$ cat config.mk
export PLATFORM = sky130hd
export DESIGN_NAME = eq_exerciser
export DESIGN_NICKNAME = d
export VERILOG_FILES = /design/src/rtl/eq_exerciser_pkg.sv /design/src/rtl/eq_exerciser.sv
export SDC_FILE = /design/constraint.sdc
export NUM_CORES = 1
export LEC_CHECK = 0
export ABC_AREA = 1
export BUFFER_PORTS_ARGS = -buffer_cell sky130_fd_sc_hd__buf_2
export CAP_MARGIN = 15
export CORE_MARGIN = 1
export CORE_UTILIZATION = 53
export DETAILED_ROUTE_END_ITERATION = 12
export GPL_ROUTABILITY_DRIVEN = 0
export PLACE_DENSITY = 0.78
export SLEW_MARGIN = 20
export SYNTH_ARGS = -nofsm -noshare
export SYNTH_HDL_FRONTEND = slang
export SYNTH_SLANG_ARGS = --single-unit
export TNS_END_PERCENT = 20
$ cat constraint.sdc
create_clock -name clk -period 2.17 [get_ports clk]
set_input_delay 0.434 -clock clk [delete_from_list [all_inputs] [get_ports clk]]
set_output_delay 0.434 -clock clk [all_outputs]
set_load 0.01 [all_outputs]
$ cat src/rtl/eq_exerciser_pkg.sv
// Shared types and sizing helpers for the equality-comparator exerciser.
package eq_exerciser_pkg;

  typedef enum logic [1:0] {
    IDLE,
    SETTLE,
    CHECK,
    FINISH
  } state_e;

  function automatic int num_vec(input int n);
    return 1 << (2 * n);
  endfunction

  function automatic int cnt_w(input int s);
    return (s > 1) ? $clog2(s) : 1;
  endfunction

endpackage

$ cat src/rtl/eq_exerciser.sv
// Exhaustive on-chip sweep of an N-bit equality comparator with a golden
// model, error count and first-failing-vector capture.
module eq_exerciser
  import eq_exerciser_pkg::*;
#(
  parameter int N_BITS        = 2,
  parameter int SETTLE_CYCLES = 1
) (
  input  logic                clk,
  input  logic                rst_n,
  input  logic                start,
  output logic [N_BITS-1:0]   a_o,
  output logic [N_BITS-1:0]   b_o,
  input  logic                dut_eq,
  output logic                busy,
  output logic                done,
  output logic                pass,
  output logic [2*N_BITS:0]   err_cnt,
  output logic                fail_valid,
  output logic [2*N_BITS-1:0] fail_vec
);

  localparam int VW = 2 * N_BITS;
  localparam int NV = num_vec(N_BITS);
  localparam int CW = cnt_w(SETTLE_CYCLES);
  localparam logic [CW-1:0] SLOAD = CW'(SETTLE_CYCLES - 1);
  localparam logic [VW-1:0] LAST  = VW'(NV - 1);

  if (SETTLE_CYCLES < 1) begin : g_bad_settle
    $error("SETTLE_CYCLES must be at least 1");
  end

  state_e        state_q, state_d;
  logic [VW-1:0] idx_q, idx_d;
  logic [CW-1:0] cnt_q, cnt_d;
  logic [VW:0]   err_q, err_d;
  logic          fv_q, fv_d;
  logic [VW-1:0] fvec_q, fvec_d;
  logic          pass_q, pass_d;
  logic          mis;

  always_ff @(posedge clk) begin
    if (!rst_n) begin
      state_q <= IDLE;
      idx_q   <= '0;
      cnt_q   <= '0;
      err_q   <= '0;
      fv_q    <= 1'b0;
      fvec_q  <= '0;
      pass_q  <= 1'b0;
    end else begin
      state_q <= state_d;
      idx_q   <= idx_d;
      cnt_q   <= cnt_d;
      err_q   <= err_d;
      fv_q    <= fv_d;
      fvec_q  <= fvec_d;
      pass_q  <= pass_d;
    end
  end

  // Golden model: the operands are still held while dut_eq is sampled.
  assign mis = dut_eq != (a_o == b_o);

  always_comb begin
    state_d = state_q;
    idx_d   = idx_q;
    cnt_d   = cnt_q;
    err_d   = err_q;
    fv_d    = fv_q;
    fvec_d  = fvec_q;
    pass_d  = pass_q;
    unique case (state_q)
      IDLE: begin
        if (start) begin
          idx_d   = '0;
          err_d   = '0;
          fv_d    = 1'b0;
          fvec_d  = '0;
          pass_d  = 1'b0;
          cnt_d   = SLOAD;
          state_d = SETTLE;
        end
      end
      SETTLE: begin
        if (cnt_q == '0) begin
          state_d = CHECK;
        end else begin
          cnt_d = cnt_q - CW'(1);
        end
      end
      CHECK: begin
        if (mis) begin
          err_d = err_q + (VW+1)'(1);
          if (!fv_q) begin
            fv_d   = 1'b1;
            fvec_d = idx_q;
          end
        end
        if (idx_q == LAST) begin
          pass_d  = (err_d == '0);
          state_d = FINISH;
        end else begin
          idx_d   = idx_q + VW'(1);
          cnt_d   = SLOAD;
          state_d = SETTLE;
        end
      end
      FINISH: begin
        state_d = IDLE;
      end
      default: begin
        state_d = IDLE;
      end
    endcase
  end

  assign a_o        = idx_q[VW-1:N_BITS];
  assign b_o        = idx_q[N_BITS-1:0];
  assign busy       = (state_q == SETTLE) || (state_q == CHECK);
  assign done       = (state_q == FINISH);
  assign pass       = pass_q;
  assign err_cnt    = err_q;
  assign fail_valid = fv_q;
  assign fail_vec   = fvec_q;

endmodule

==> impl_metrics.py <==
metrics = {
    "global_routing": {
        "overflow": 0,
        "grt.total_usage_pct": 22.73,
        "grt_pass1_wl_um": 3374,
        "antenna_found_initial": 0,
        "grt_max_degree": 14,
        "grt_pass1_vias": 851,
    },
    "clock_tree": {
        "clk_pin_slew_ns": 0.10,
        "cts_resized": 0,
        "clockRootBuffer": "clkbuf_4",
        "cts_buffer_depth": 2,
        "cts_tree": "yes",
        "cts_setup_buffers": 0,
        "clkSinkCount": 17,
        "numCtsBuffers": 3,
        "cts.htree.levels": 1,
        "hold_buffers": 0,
        "clock_latency_ns": 0.30,
    },
    "drt": {
        "vias": 959,
        "wirelength_um": 2058,
        "wl_per_cell_um": 10.77,
        "postRouteAntennaNets": 0,
        "remaining_drc_errors": 0,
        "drt-vias-per-instance": 5.021,
        "drt_pass1_iterations": 4,
        "drt_iter0_markers": 21,
    },
    "die": {
        "die_area_um2": 2113,
        "boundaryPins": 21,
        "die_w_um": 45.97,
        "core_um2": 1764,
        "die_h_um": 45.97,
        "initial_core_util_pct": 58.09,
        "row_count": 15,
    },
    "pwr": {
        "power_uw": 819.2,
        "p_leak_uw": 0.0005677,
        "cellPowerDensity_nw_per_um2": 704.7,
        "ir_worst_vdd_uv": 502.5,
    },
    "synthesis": {
        "syn_inst": 145,
        "yosysUniqueCellTypes": 28,
        "syn_nets": 155,
        "synth_seq_area_share_pct": 33.21,
        "synth_area_um2": 1025,
        "synth_seq_cells": 17,
        "syn_area_per_cell_um2": 7.067,
        "ys_warn_count": 0,
    },
    "worst_setup_path": {
        "path_max_fanout": 8,
        "startpoint_type": "register",
        "r2r-start": "state_q[0]",
        "path_class": "register to register",
        "critPathLaunch": "state_q[0]",
        "crit_arrival_ns": 1.95,
        "cp-end-kind": "register",
        "crit_required_ns": 2.36,
    },
    "sta": {
        "rsz0062_at_grt": "no",
        "layout_min_cycle_time_ns": 1.756,
        "timing.setup.tns_ns": 0,
        "fmax_mhz": 569.6,
        "slew_viol_final": 0,
        "finClkSkew_ns": 0.001170,
        "hold_viol_final": 0,
        "worst_pin_slew_ns": 0.4290,
        "relSlewSlack_pct": 71.37,
        "setup_viol": 0,
        "fin_crit_sh_pct": 80.90,
    },
    "hold_path": {
        "hp-start": "rst_n",
        "min_path_type": "input pin to register",
    },
    "status": {
        "status": "finished, final reports clean",
    },
    "finish": {
        "layout.nets": 177,
        "antenna_cells": 0,
        "layout.cells.non_filler": 191,
        "areaGrowthSynthToFinish_pct": 13.43,
        "drive_above_1_share_pct": 21.69,
    },
    "run": {
        "maxCapViolations": 0,
    },
    "placed_design": {
        "dp_hpwl_um": 1600,
        "place_inst": 187,
        "io_buffers": 20,
    },
}
[registers in the layout, summed over array words and instances (netlist names)]
| signal | flops |
|---|---|
| idx_q | 4 |
| state_q | 2 |
| err_cnt | 5 |
| fail_vec | 4 |
| fail_valid | 1 |
| pass | 1 |
[final cells by class]
class	instances	area [µm²]
inverter	22	85.08
fill	174	601.8
timing repair buffer	20	100.1
tap	25	31.28
clock buffer	4	26.28
sequential	17	340.3
multi-input combinational	103	579.3
[cell families (layout without fill, tap and decap cells)]
group / count (synthesis) / in the layout / synth area share, %
DFF: 17 / 17 / 33.21
adders and majority gates: 6 / 6 / 7.326
xor gates and xnor gates: 5 / 5 / 4.273
buffers and inverters: 25 / 46 / 10.26
AOI/OAI and AO/OA: 20 / 20 / 11.48
and+or+nand+nor: 72 / 72 / 33.46
[cells in the final DEF, fill, tap and decap left out, drive strengths merged]
| cell type | n |
|---|---|
| nand2 | 43 |
| inv | 22 |
| buf | 20 |
| dfxtp | 17 |
| nand3 | 15 |
| a21oi | 13 |
| nor2 | 9 |
| ha | 6 |
| o21ai | 5 |
| xor2 | 4 |
| clkbuf | 4 |
| nor3 | 2 |
| xnor2 | 1 |
| or2 | 1 |
| nand3b | 1 |
| a311oi | 1 |
| nand4 | 1 |
| a211oi | 1 |
[final timing paths]
check / end / slack, ns / cells after the start
setup / recovery: idx_q[3] / 0.41 / 11
hold / removal: fail_vec[0] / 0.39 / 3
hold reg to reg: fail_vec[1] / 0.46 / 2
setup reg to reg: idx_q[3] / 0.41 / 11
[metrics by stage]
| step | utilization [%] | setup WS (ns) | hold WS [ns] | cell area, µm² |
|---|---|---|---|---|
| 2_1_floorplan | - | 0.5613 | 0.4853 | 1025 |
| 6_report | 65.89 | 0.4144 | 0.3915 | 1162 |
| 3_3_place_gp | 64.40 | 0.5191 | 0.4476 | 1136 |
| 4_1_cts | 65.89 | 0.4032 | 0.3823 | 1162 |
| 5_1_grt | 65.89 | 0.2569 | 0.4078 | 1162 |
| 3_5_place_dp | 64.40 | 0.4140 | 0.4510 | 1136 |
[worst max-delay path, stage by stage (launching register included)]
cell and delay, ns:
dfxtp_1 0.39, inv_1 0.09, ha_1 0.25, inv_1 0.06
or2_1 0.23, o21ai_4 0.14, inv_4 0.11, nand2_4 0.05
inv_2 0.07, nand3_2 0.06, xor2_1 0.15, nor2_1 0.05
[cells in the mapped netlist]
cell type | instances | area share, %
nand2_1 | 39 | 14
inv_1 | 19 | 7.0
dfxtp_1 | 17 | 33
a21oi_1 | 13 | 6.3
nand3_1 | 12 | 5.9
nor2_1 | 8 | 2.9
ha_1 | 6 | 7.3
xor2_1 | 4 | 3.4
nand3_2 | 3 | 2.9
o21ai_0 | 3 | 1.5
inv_2 | 2 | 0.73
nand2_2 | 2 | 1.2
nand2_4 | 2 | 2.2
a211oi_1 | 1 | 0.73
a311oi_1 | 1 | 0.85
buf_2 | 1 | 0.49
buf_6 | 1 | 1.1
clkbuf_1 | 1 | 0.37
inv_4 | 1 | 0.61
nand3b_1 | 1 | 0.73
nand4_1 | 1 | 0.61
nor2_2 | 1 | 0.61
nor3_1 | 1 | 0.49
nor3_2 | 1 | 0.98
o21ai_1 | 1 | 0.49
o21ai_4 | 1 | 1.6
or2_1 | 1 | 0.61
xnor2_1 | 1 | 0.85
[power by group]
part           switching [µW]  leakage (µW)  internal [µW]
Combinational             189      0.000415           98.9
Sequential               23.0      0.000138            334
Clock                     103     0.0000150           71.7
[routing by layer]
layer,vias up,track usage [%],part of all wire [%]
met5,-,0,0
met4,0,10.59,1.8
met3,6,5.159,4.9
met2,24,38.87,48
met1,424,26.43,45
li1,505,-,-
Note: power is estimated with default switching activity, not from simulation.
